**config.mk**
```make
export PLATFORM = sky130hd
export DESIGN_NAME = alu_rs_flat
export DESIGN_NICKNAME = d
export VERILOG_FILES = /design/src/rtl/alu_rs_if.sv /design/src/rtl/alu_rs.sv /design/src/flat_wrapper.sv
export SDC_FILE = /design/constraint.sdc
export NUM_CORES = 2
export LEC_CHECK = 0
export ABC_CLOCK_PERIOD_IN_PS = 36800
export CORE_AREA = 2 2 242 244
export DETAILED_ROUTE_END_ITERATION = 8
export DIE_AREA = 0 0 244 246
export DONT_BUFFER_PORTS = 1
export PLACE_DENSITY_LB_ADDON = 0.12
export SLEW_MARGIN = 20
export SYNTH_ARGS = -nofsm -noshare
export SYNTH_HDL_FRONTEND = slang
export SYNTH_SLANG_ARGS = --single-unit
```
**constraint.sdc**
```tcl
create_clock -name clk_in -period 36.8 [get_ports clk_in]
set_input_delay 11.04 -clock clk_in [delete_from_list [all_inputs] [get_ports clk_in]]
set_output_delay 11.04 -clock clk_in [all_outputs]
set_load 0.05 [all_outputs]
```
**src/rtl/alu_rs_if.sv**
```systemverilog
// Bundle of the dispatch, CDB, ALU and result buses around the ALU reservation station.
interface alu_rs_if #(
    parameter int TAG_W = 4
);
    logic             disp_valid;
    logic [1:0]       disp_type;
    logic [2:0]       disp_details;
    logic             disp_diff;
    logic             disp_q1_valid;
    logic [TAG_W-1:0] disp_q1;
    logic [31:0]      disp_v1;
    logic             disp_q2_valid;
    logic [TAG_W-1:0] disp_q2;
    logic [31:0]      disp_v2;
    logic [TAG_W-1:0] disp_dest;
    logic             full;

    logic             cdb_valid;
    logic [TAG_W-1:0] cdb_tag;
    logic [31:0]      cdb_value;

    logic [1:0]       alu_type;
    logic [2:0]       alu_details;
    logic             alu_diff;
    logic [31:0]      alu_r1;
    logic [31:0]      alu_r2;
    logic [31:0]      alu_out;

    logic             res_valid;
    logic [TAG_W-1:0] res_tag;
    logic [31:0]      res_value;

    // The station itself
    modport slave (
        input  disp_valid, disp_type, disp_details, disp_diff,
               disp_q1_valid, disp_q1, disp_v1,
               disp_q2_valid, disp_q2, disp_v2, disp_dest,
               cdb_valid, cdb_tag, cdb_value, alu_out,
        output full, alu_type, alu_details, alu_diff, alu_r1, alu_r2,
               res_valid, res_tag, res_value
    );

    // Dispatch unit, CDB and the combinational ALU around the station
    modport master (
        output disp_valid, disp_type, disp_details, disp_diff,
               disp_q1_valid, disp_q1, disp_v1,
               disp_q2_valid, disp_q2, disp_v2, disp_dest,
               cdb_valid, cdb_tag, cdb_value, alu_out,
        input  full, alu_type, alu_details, alu_diff, alu_r1, alu_r2,
               res_valid, res_tag, res_value
    );
endinterface

```
**src/rtl/alu_rs.sv**
```systemverilog
// ALU reservation station: buffers ops until operands arrive, wakes them from the
// CDB, issues the lowest ready slot to the ALU each cycle and registers the result.
module alu_rs #(
    parameter int ENTRIES = 8,
    parameter int TAG_W   = 4
) (
    input  logic     clk_in,
    input  logic     rst_in,
    input  logic     rdy_in,
    input  logic     flush_in,
    alu_rs_if.slave  bus
);
    localparam int IDX_W = $clog2(ENTRIES);

    typedef enum logic [1:0] {
        SLOT_FREE  = 2'd0,
        SLOT_WAIT  = 2'd1,
        SLOT_READY = 2'd2
    } slot_state_t;

    slot_state_t      slot_state     [ENTRIES];
    slot_state_t      slot_state_nxt [ENTRIES];
    logic [1:0]       s_type         [ENTRIES];
    logic [2:0]       s_details      [ENTRIES];
    logic             s_diff         [ENTRIES];
    logic [TAG_W-1:0] s_q1           [ENTRIES];
    logic [31:0]      s_v1           [ENTRIES];
    logic [TAG_W-1:0] s_q2           [ENTRIES];
    logic [31:0]      s_v2           [ENTRIES];
    logic [TAG_W-1:0] s_dest         [ENTRIES];
    logic [ENTRIES-1:0] q1_pend;
    logic [ENTRIES-1:0] q2_pend;
    logic [ENTRIES-1:0] wake1;
    logic [ENTRIES-1:0] wake2;

    logic             free_found;
    logic [IDX_W-1:0] free_idx;
    logic             ready_found;
    logic [IDX_W-1:0] issue_idx;
    logic             accept;
    logic             issue_fire;
    logic             d1_hit;
    logic             d2_hit;
    logic             d1_pend;
    logic             d2_pend;
    logic [31:0]      d1_val;
    logic [31:0]      d2_val;

    assign accept     = bus.disp_valid & free_found & rdy_in & ~flush_in;
    assign issue_fire = ready_found & rdy_in & ~flush_in;

    // An operand broadcast on the CDB in the dispatch cycle is captured directly
    assign d1_hit  = bus.disp_q1_valid & bus.cdb_valid & (bus.cdb_tag == bus.disp_q1);
    assign d2_hit  = bus.disp_q2_valid & bus.cdb_valid & (bus.cdb_tag == bus.disp_q2);
    assign d1_pend = bus.disp_q1_valid & ~d1_hit;
    assign d2_pend = bus.disp_q2_valid & ~d2_hit;
    assign d1_val  = d1_hit ? bus.cdb_value : bus.disp_v1;
    assign d2_val  = d2_hit ? bus.cdb_value : bus.disp_v2;

    // Priority pick of the lowest free slot (dispatch target) and lowest ready slot (issue)
    always_comb begin
        free_found  = 1'b0;
        free_idx    = '0;
        ready_found = 1'b0;
        issue_idx   = '0;
        for (int i = ENTRIES - 1; i >= 0; i--) begin
            if (slot_state[i] == SLOT_FREE) begin
                free_found = 1'b1;
                free_idx   = IDX_W'(i);
            end
            if (slot_state[i] == SLOT_READY) begin
                ready_found = 1'b1;
                issue_idx   = IDX_W'(i);
            end
        end
    end

    // Per-operand CDB match for waiting slots; frozen while the core is not ready
    always_comb begin
        wake1 = '0;
        wake2 = '0;
        for (int i = 0; i < ENTRIES; i++) begin
            wake1[i] = rdy_in && !flush_in && (slot_state[i] == SLOT_WAIT) && q1_pend[i]
                       && bus.cdb_valid && (s_q1[i] == bus.cdb_tag);
            wake2[i] = rdy_in && !flush_in && (slot_state[i] == SLOT_WAIT) && q2_pend[i]
                       && bus.cdb_valid && (s_q2[i] == bus.cdb_tag);
        end
    end

    // Slot next-state: flush clears everything, otherwise dispatch / wake / issue transitions
    always_comb begin
        for (int i = 0; i < ENTRIES; i++) begin
            slot_state_nxt[i] = slot_state[i];
            if (flush_in) begin
                slot_state_nxt[i] = SLOT_FREE;
            end else if (rdy_in) begin
                case (slot_state[i])
                    SLOT_FREE: begin
                        if (accept && (free_idx == IDX_W'(i)))
                            slot_state_nxt[i] = (d1_pend || d2_pend) ? SLOT_WAIT : SLOT_READY;
                    end
                    SLOT_WAIT: begin
                        if ((!q1_pend[i] || wake1[i]) && (!q2_pend[i] || wake2[i]))
                            slot_state_nxt[i] = SLOT_READY;
                    end
                    SLOT_READY: begin
                        if (issue_fire && (issue_idx == IDX_W'(i)))
                            slot_state_nxt[i] = SLOT_FREE;
                    end
                    default: slot_state_nxt[i] = SLOT_FREE;
                endcase
            end
        end
    end

    // Slot state register
    always_ff @(posedge clk_in or posedge rst_in) begin
        if (rst_in) begin
            for (int i = 0; i < ENTRIES; i++) slot_state[i] <= SLOT_FREE;
        end else begin
            slot_state <= slot_state_nxt;
        end
    end

    // Slot payload: load on dispatch, capture woken operand values from the CDB
    always_ff @(posedge clk_in or posedge rst_in) begin
        if (rst_in) begin
            q1_pend <= '0;
            q2_pend <= '0;
            for (int i = 0; i < ENTRIES; i++) begin
                s_type[i]    <= '0;
                s_details[i] <= '0;
                s_diff[i]    <= 1'b0;
                s_q1[i]      <= '0;
                s_v1[i]      <= '0;
                s_q2[i]      <= '0;
                s_v2[i]      <= '0;
                s_dest[i]    <= '0;
            end
        end else begin
            for (int i = 0; i < ENTRIES; i++) begin
                if (accept && (free_idx == IDX_W'(i))) begin
                    s_type[i]    <= bus.disp_type;
                    s_details[i] <= bus.disp_details;
                    s_diff[i]    <= bus.disp_diff;
                    s_q1[i]      <= bus.disp_q1;
                    s_v1[i]      <= d1_val;
                    s_q2[i]      <= bus.disp_q2;
                    s_v2[i]      <= d2_val;
                    s_dest[i]    <= bus.disp_dest;
                    q1_pend[i]   <= d1_pend;
                    q2_pend[i]   <= d2_pend;
                end else begin
                    if (wake1[i]) begin
                        q1_pend[i] <= 1'b0;
                        s_v1[i]    <= bus.cdb_value;
                    end
                    if (wake2[i]) begin
                        q2_pend[i] <= 1'b0;
                        s_v2[i]    <= bus.cdb_value;
                    end
                end
            end
        end
    end

    // Station outputs: full flag and the ALU operand bus, zeroed when nothing issues
    always_comb begin
        bus.full        = !free_found;
        bus.alu_type    = '0;
        bus.alu_details = '0;
        bus.alu_diff    = 1'b0;
        bus.alu_r1      = '0;
        bus.alu_r2      = '0;
        if (issue_fire) begin
            bus.alu_type    = s_type[issue_idx];
            bus.alu_details = s_details[issue_idx];
            bus.alu_diff    = s_diff[issue_idx];
            bus.alu_r1      = s_v1[issue_idx];
            bus.alu_r2      = s_v2[issue_idx];
        end
    end

    // Result register: one-cycle valid pulse per issued op, held while frozen
    always_ff @(posedge clk_in or posedge rst_in) begin
        if (rst_in) begin
            bus.res_valid <= 1'b0;
            bus.res_tag   <= '0;
            bus.res_value <= '0;
        end else if (flush_in) begin
            bus.res_valid <= 1'b0;
        end else if (rdy_in) begin
            bus.res_valid <= issue_fire;
            if (issue_fire) begin
                bus.res_tag   <= s_dest[issue_idx];
                bus.res_value <= bus.alu_out;
            end
        end
    end
endmodule
```
**src/flat_wrapper.sv**
```systemverilog
// flat-port wrapper written by rule: the top's interface ports become plain ports
module alu_rs_flat 
#(
    parameter int ENTRIES = 8,
    parameter int TAG_W   = 4
)
  (clk_in, rst_in, rdy_in, flush_in, bus_disp_valid, bus_disp_type, bus_disp_details, bus_disp_diff, bus_disp_q1_valid, bus_disp_q1, bus_disp_v1, bus_disp_q2_valid, bus_disp_q2, bus_disp_v2, bus_disp_dest, bus_cdb_valid, bus_cdb_tag, bus_cdb_value, bus_alu_out, bus_full, bus_alu_type, bus_alu_details, bus_alu_diff, bus_alu_r1, bus_alu_r2, bus_res_valid, bus_res_tag, bus_res_value);
  alu_rs_if #(.TAG_W(TAG_W)) bus_i ();
  input  logic clk_in;
  input  logic rst_in;
  input  logic rdy_in;
  input  logic flush_in;
  input wire logic [$bits(bus_i.disp_valid)-1:0] bus_disp_valid;
  input wire logic [$bits(bus_i.disp_type)-1:0] bus_disp_type;
  input wire logic [$bits(bus_i.disp_details)-1:0] bus_disp_details;
  input wire logic [$bits(bus_i.disp_diff)-1:0] bus_disp_diff;
  input wire logic [$bits(bus_i.disp_q1_valid)-1:0] bus_disp_q1_valid;
  input wire logic [$bits(bus_i.disp_q1)-1:0] bus_disp_q1;
  input wire logic [$bits(bus_i.disp_v1)-1:0] bus_disp_v1;
  input wire logic [$bits(bus_i.disp_q2_valid)-1:0] bus_disp_q2_valid;
  input wire logic [$bits(bus_i.disp_q2)-1:0] bus_disp_q2;
  input wire logic [$bits(bus_i.disp_v2)-1:0] bus_disp_v2;
  input wire logic [$bits(bus_i.disp_dest)-1:0] bus_disp_dest;
  input wire logic [$bits(bus_i.cdb_valid)-1:0] bus_cdb_valid;
  input wire logic [$bits(bus_i.cdb_tag)-1:0] bus_cdb_tag;
  input wire logic [$bits(bus_i.cdb_value)-1:0] bus_cdb_value;
  input wire logic [$bits(bus_i.alu_out)-1:0] bus_alu_out;
  output wire logic [$bits(bus_i.full)-1:0] bus_full;
  output wire logic [$bits(bus_i.alu_type)-1:0] bus_alu_type;
  output wire logic [$bits(bus_i.alu_details)-1:0] bus_alu_details;
  output wire logic [$bits(bus_i.alu_diff)-1:0] bus_alu_diff;
  output wire logic [$bits(bus_i.alu_r1)-1:0] bus_alu_r1;
  output wire logic [$bits(bus_i.alu_r2)-1:0] bus_alu_r2;
  output wire logic [$bits(bus_i.res_valid)-1:0] bus_res_valid;
  output wire logic [$bits(bus_i.res_tag)-1:0] bus_res_tag;
  output wire logic [$bits(bus_i.res_value)-1:0] bus_res_value;
  assign bus_i.disp_valid = bus_disp_valid;
  assign bus_i.disp_type = bus_disp_type;
  assign bus_i.disp_details = bus_disp_details;
  assign bus_i.disp_diff = bus_disp_diff;
  assign bus_i.disp_q1_valid = bus_disp_q1_valid;
  assign bus_i.disp_q1 = bus_disp_q1;
  assign bus_i.disp_v1 = bus_disp_v1;
  assign bus_i.disp_q2_valid = bus_disp_q2_valid;
  assign bus_i.disp_q2 = bus_disp_q2;
  assign bus_i.disp_v2 = bus_disp_v2;
  assign bus_i.disp_dest = bus_disp_dest;
  assign bus_i.cdb_valid = bus_cdb_valid;
  assign bus_i.cdb_tag = bus_cdb_tag;
  assign bus_i.cdb_value = bus_cdb_value;
  assign bus_i.alu_out = bus_alu_out;
  assign bus_full = bus_i.full;
  assign bus_alu_type = bus_i.alu_type;
  assign bus_alu_details = bus_i.alu_details;
  assign bus_alu_diff = bus_i.alu_diff;
  assign bus_alu_r1 = bus_i.alu_r1;
  assign bus_alu_r2 = bus_i.alu_r2;
  assign bus_res_valid = bus_i.res_valid;
  assign bus_res_tag = bus_i.res_tag;
  assign bus_res_value = bus_i.res_value;
  alu_rs #(.ENTRIES(ENTRIES), .TAG_W(TAG_W)) u_core (.clk_in(clk_in), .rst_in(rst_in), .rdy_in(rdy_in), .flush_in(flush_in), .bus(bus_i));
endmodule
```
== Word-level counts from Yosys, hierarchy flattened ==
Cells that the tools add are included.

* Register bits after elaboration: 725
* Output and inout bits: 108

* Order comparisons: 1
* Eq/ne operators: 72
* Multiplexer cells: 172
* Bitwise operators: 15
* Reduce and logical (&&, ||, !) cells: 152

{| class="wikitable"
|+ Operators by type and width
! operator !! number
|-
| $mux W32 || 40
|-
| $bmux W32 S3 || 2
|-
| $mux W2 || 44
|-
| $logic_and A1 B1 Y1 || 81
|-
| $eq A4 B4 Y1 || 18
|-
| $ne A3 B3 Y1 const B || 24
|-
| $mux W3 || 19
|-
| $mux W1 || 53
|-
| $pmux W2 S3 || 8
|-
| $reduce_bool A2 Y1 || 17
|-
| $reduce_and A4 Y1 || 8
|-
| $eq A3 B3 Y1 const B || 8
|-
| $logic_not A1 Y1 || 18
|-
| $logic_or A1 B1 Y1 || 17
|-
| $eq A2 B1 Y1 const B || 8
|-
| $eq A2 B2 Y1 const B || 8
|-
| $logic_not A2 Y1 || 8
|-
| $bmux W4 S3 || 1
|-
| $eq A3 B2 Y1 const B || 4
|-
| $and A1 B1 Y1 || 11
|-
| $bmux W3 S3 || 1
|-
| $mux W4 || 2
|-
| $bmux W2 S3 || 1
|-
| $eq A3 B1 Y1 const B || 2
|-
| 6 further kinds || 9
|}

== Depth between registers and ports, before layout ==
* Word-level depth: 17
* Mapped depth: 10

== Worst setup path after synthesis ==
Ideal clock, no wire load.

* Kind: input to output
* Start point: input flush_in
* End point: output bus_alu_r2[19]
* Arrival: 12.711 ns
* Data required time: 25.760 ns
* Slack: 13.049 ns
* Stages: 8
* Buffers on the path: 3
* Path through: buf_2 > and2b_1 > nand3_1 > or3_1 > clkbuf_1 > clkbuf_1 > a21oi_1 > a211o_1

* Cells in the longest elaborated chain, start to end: 3

{| class="wikitable"
|+ Ends and longest elaborated chain
! element !! line !! source
|-
| start, declared || flat_wrapper.sv:12 || <nowiki>input logic flush_in;</nowiki>
|-
| $not A1 Y1 || alu_rs.sv:50 || <nowiki>assign issue_fire = ready_found & rdy_in & ~flush_in;</nowiki>
|-
| $and A1 B1 Y1 || alu_rs.sv:50 ||
|-
| $mux W32 || alu_rs.sv:175 || <nowiki>if (issue_fire) begin</nowiki>
|-
| end, declared || flat_wrapper.sv:33 || <nowiki>output wire logic [$bits(bus_i.alu_r2)-1:0] bus_alu_r2;</nowiki>
|}

Every way passes these cells.

== Worst setup path in the final report ==
* Start point: input flush_in
* End point: output bus_alu_r2[5]

Same word-level chain as after synthesis.

==> results.py <==
metrics = {
    "routing": {
        "vias": 33790,
        "wl_per_cell_um": 29.77,
        "first_pass_iters": 6,
        "detail-route-antenna-nets": 0,
        "drt_wl_total_um": 136700,
        "drt_iter0_drc": 5062,
        "drt_drc_violations_left": 0,
        "viasPerCell": 7.361,
    },
    "pwr": {
        "p_leak_uw": 0.01849,
        "p_per_area_nw_per_um2": 50.57,
        "ir_drop_mv": 0.05884,
    },
    "worst_setup_path": {
        "crit_fanout": 40,
        "startpoint_type": "input port",
        "required_ns": 25.76,
        "startpoint": "flush_in",
        "end_kind": "output port",
        "critPathArrivalTime_ns": 13.54,
        "worstSetupPathType": "input port to output port",
        "rr_startpoint": "u_core.slot_state[8]",
        "worst_path_max_delay_cell": "or3_2",
        "max_stage_delay_ns": 0.70,
        "cp_cell_sequence": "and2b_1, nand3_1, or3_2, buf_4, a21oi_1, a211o_1",
    },
    "sta": {
        "slew_viol_final": 0,
        "fin_crit_ns": 24.58,
        "hold_violations": 0,
        "tns_ns": 0,
        "setup_violations": 0,
        "max_freq_mhz": 40.68,
        "post-route-period-util_pct": 66.79,
        "rsz0062_at_grt": "no",
        "max_slew.worst_pin.slew_ns": 1.226,
        "layout_setup_ws_ns": 12.22,
        "relSlewSlack_pct": 18.24,
        "hold_ws_ns": 0.4702,
        "skew_ns": 0.02516,
    },
    "synth": {
        "synth-main-ff-cell": "dfrtp_1",
        "synth-seq-cells": 725,
        "synth_top_area_share_pct": 49.98,
        "synthArstFlopShare_pct": 100.0,
        "seq_area_frac_synth_pct": 49.98,
        "yosysMostFrequentCell": "dfrtp_1",
        "syn_nets": 4189,
        "yosysWarnings": 0,
        "synth_commonest_cells": "dfrtp_1 (725), nand2_1 (541), nor2_1 (478)",
        "syn_avg_cell_area_um2": 9.004,
        "syn_inst": 4031,
        "yosysUniqueCellTypes": 77,
        "synth_edf_count": 0,
        "synth_area_um2": 36300,
        "synthTopCellsByArea": "dfrtp_1 (50%), o22ai_1 (7.9%), nand2_1 (5.6%)",
        "yosys.area.top_type": "dfrtp_1",
    },
    "placed_design": {
        "io_buffers": 0,
        "gp_congestion": 0.9633,
        "placed_area_um2": 36220,
        "pre_cts_ws_ns": 12.36,
        "place_hpwl_um": 77510,
    },
    "clock_tree": {
        "htree_levels": 3,
        "ctsResizeCount": 0,
        "cts_setup_buffers": 0,
        "worst_skew_pair.late_latency_ns": 0.65,
        "cts-root-buf": "clkbuf_16",
        "cts_hold_buf": 0,
        "clk_pin_slew_worst_paths_ns": 0.06,
        "cts_tree": "built",
        "numCtsBuffers": 78,
        "clkSinkCount": 725,
        "cts_buffer_depth": 3,
    },
    "die": {
        "core_area_um2": 57370,
        "core.rowCount": 88,
        "dieArea_um2": 60020,
        "die_w_um": 244,
        "dieHeight_um": 246,
        "initial_core_util_pct": 63.27,
        "pin_count": 266,
    },
    "global_route": {
        "gr-total-overflow": 0,
        "grt_pass1_wl_um": 205900,
        "grt.total_usage_pct": 45.14,
        "grt_pass1_vias": 33940,
        "antenna_found_initial": 0,
        "grt_max_degree": 173,
    },
    "final_layout": {
        "nets": 3921,
        "fin_area_um2": 38820,
        "areaGrowthSynthToFinish_pct": 6.960,
        "drive_gt1_share_pct": 10.14,
    },
    "min_path": {
        "hp-start": "u_core.s_dest[27]",
        "hold_class": "flip-flop to flip-flop",
    },
    "job": {
        "maxCapViolations": 0,
    },
    "status": {
        "status": "finished clean",
    },
}
## cell usage in the layout, fill, tap and decap left out, drive strengths merged, types with 5 or more instances in the layout
| cell | Yosys | layout |
|---|---|---|
| nor3 | 19 | 19 |
| o22a | 36 | 36 |
| o31ai | 6 | 6 |
| clkbuf | 206 | 121 |
| inv | 50 | 52 |
| and3 | 75 | 75 |
| o22ai | 457 | 457 |
| a31oi | 72 | 72 |
| o21a | 34 | 34 |
| nor4 | 7 | 7 |
| nand3 | 100 | 100 |
| dfrtp | 725 | 725 |
| o221a | 32 | 32 |
| o21ai | 103 | 103 |
| nand4 | 5 | 5 |
| a21oi | 381 | 381 |
| o211ai | 6 | 6 |
| xor2 | 38 | 38 |
| xnor2 | 31 | 31 |
| mux2i | 17 | 17 |
| a211o | 142 | 142 |
| buf | 224 | 82 |
| nor2b | 10 | 10 |
| mux2 | 106 | 106 |
| nor2 | 478 | 478 |
| a31o | 5 | 5 |
| or3 | 9 | 9 |
| nand2b | 47 | 47 |
| nand2 | 543 | 543 |
| clkinv | 1 | 14 |
## registers in the layout (all words and copies together), names as in the netlist
name                  flops
u_core.bus.res_tag        4
u_core.bus.res_valid      1
u_core.bus.res_value     32
u_core.q1_pend            8
u_core.q2_pend            8
u_core.s_dest            32
u_core.s_details         24
u_core.s_diff             8
u_core.s_q1              32
u_core.s_q2              32
u_core.s_type            16
u_core.s_v1             256
u_core.s_v2             256
u_core.slot_state        16
## worst max-delay path: cells and delay by family
kind | cells | cell delay (ns)
compound gates | 2 | 0.76
simple gates | 3 | 1.22
buf+inv | 1 | 0.47
## stage by stage
| stage | power, uW | util [%] | instances |
|---|---|---|---|
| 2_1_floorplan | 1137 | - | 4031 |
| 3_3_place_gp | 1162 | 63.15 | 4447 |
| 3_5_place_dp | 1173 | 63.15 | 4447 |
| 4_1_cts | 1958 | 67.62 | 4589 |
| 5_1_grt | 2019 | 67.67 | 4590 |
| 6_report | 1963 | 67.68 | 4591 |
## power by group
part / total (uW) / internal (uW) / switching (uW)
Clock: 798 / 463 / 335
Combinational: 180 / 75.0 / 105
Sequential: 985 / 873 / 113
## kinds of logic after synthesis
logic type,share of synthesized area (%)
buf+inv,5.908
flops,49.98
mux,3.757
xor+xnor,1.665
simple gates,15.45
compound gates,23.23
## per-layer routing
layer / part of all wire, % / GRT usage [%] / vias to the layer above
met5: 0 / 0 / -
met4: 7.5 / 29.70 / 0
met3: 13 / 13.83 / 623
met2: 44 / 68.65 / 2825
met1: 35 / 55.99 / 16520
li1: - / - / 13830
## cell type report
cell class | count | area (um2)
Timing Repair Buffer | 82 | 673.1
Inverter | 51 | 198.9
Multi-Input combinational cell | 2825 | 16280
Antenna cell | 1 | 2.502
Sequential cell | 725 | 18140
Clock inverter | 21 | 210.2
Fill cell | 4547 | 18540
Clock buffer | 121 | 2359
Tap cell | 765 | 957.2
## worst paths after layout
| check | to | slack (ns) | cells after the start |
|---|---|---|---|
| max | bus_alu_r2[5] | 12.22 | 6 |
| min | u_core.s_dest[27] | 0.47 | 2 |
| max reg2reg | u_core.bus.res_tag[1] | 31.63 | 9 |
| min reg2reg | u_core.s_dest[27] | 0.47 | 2 |
| max in group asynchronous | u_core.s_dest[11] | 23.94 | 3 |
| min in group asynchronous | u_core.s_v2[151] | 10.40 | 1 |
(Power assumes the default switching activity.)
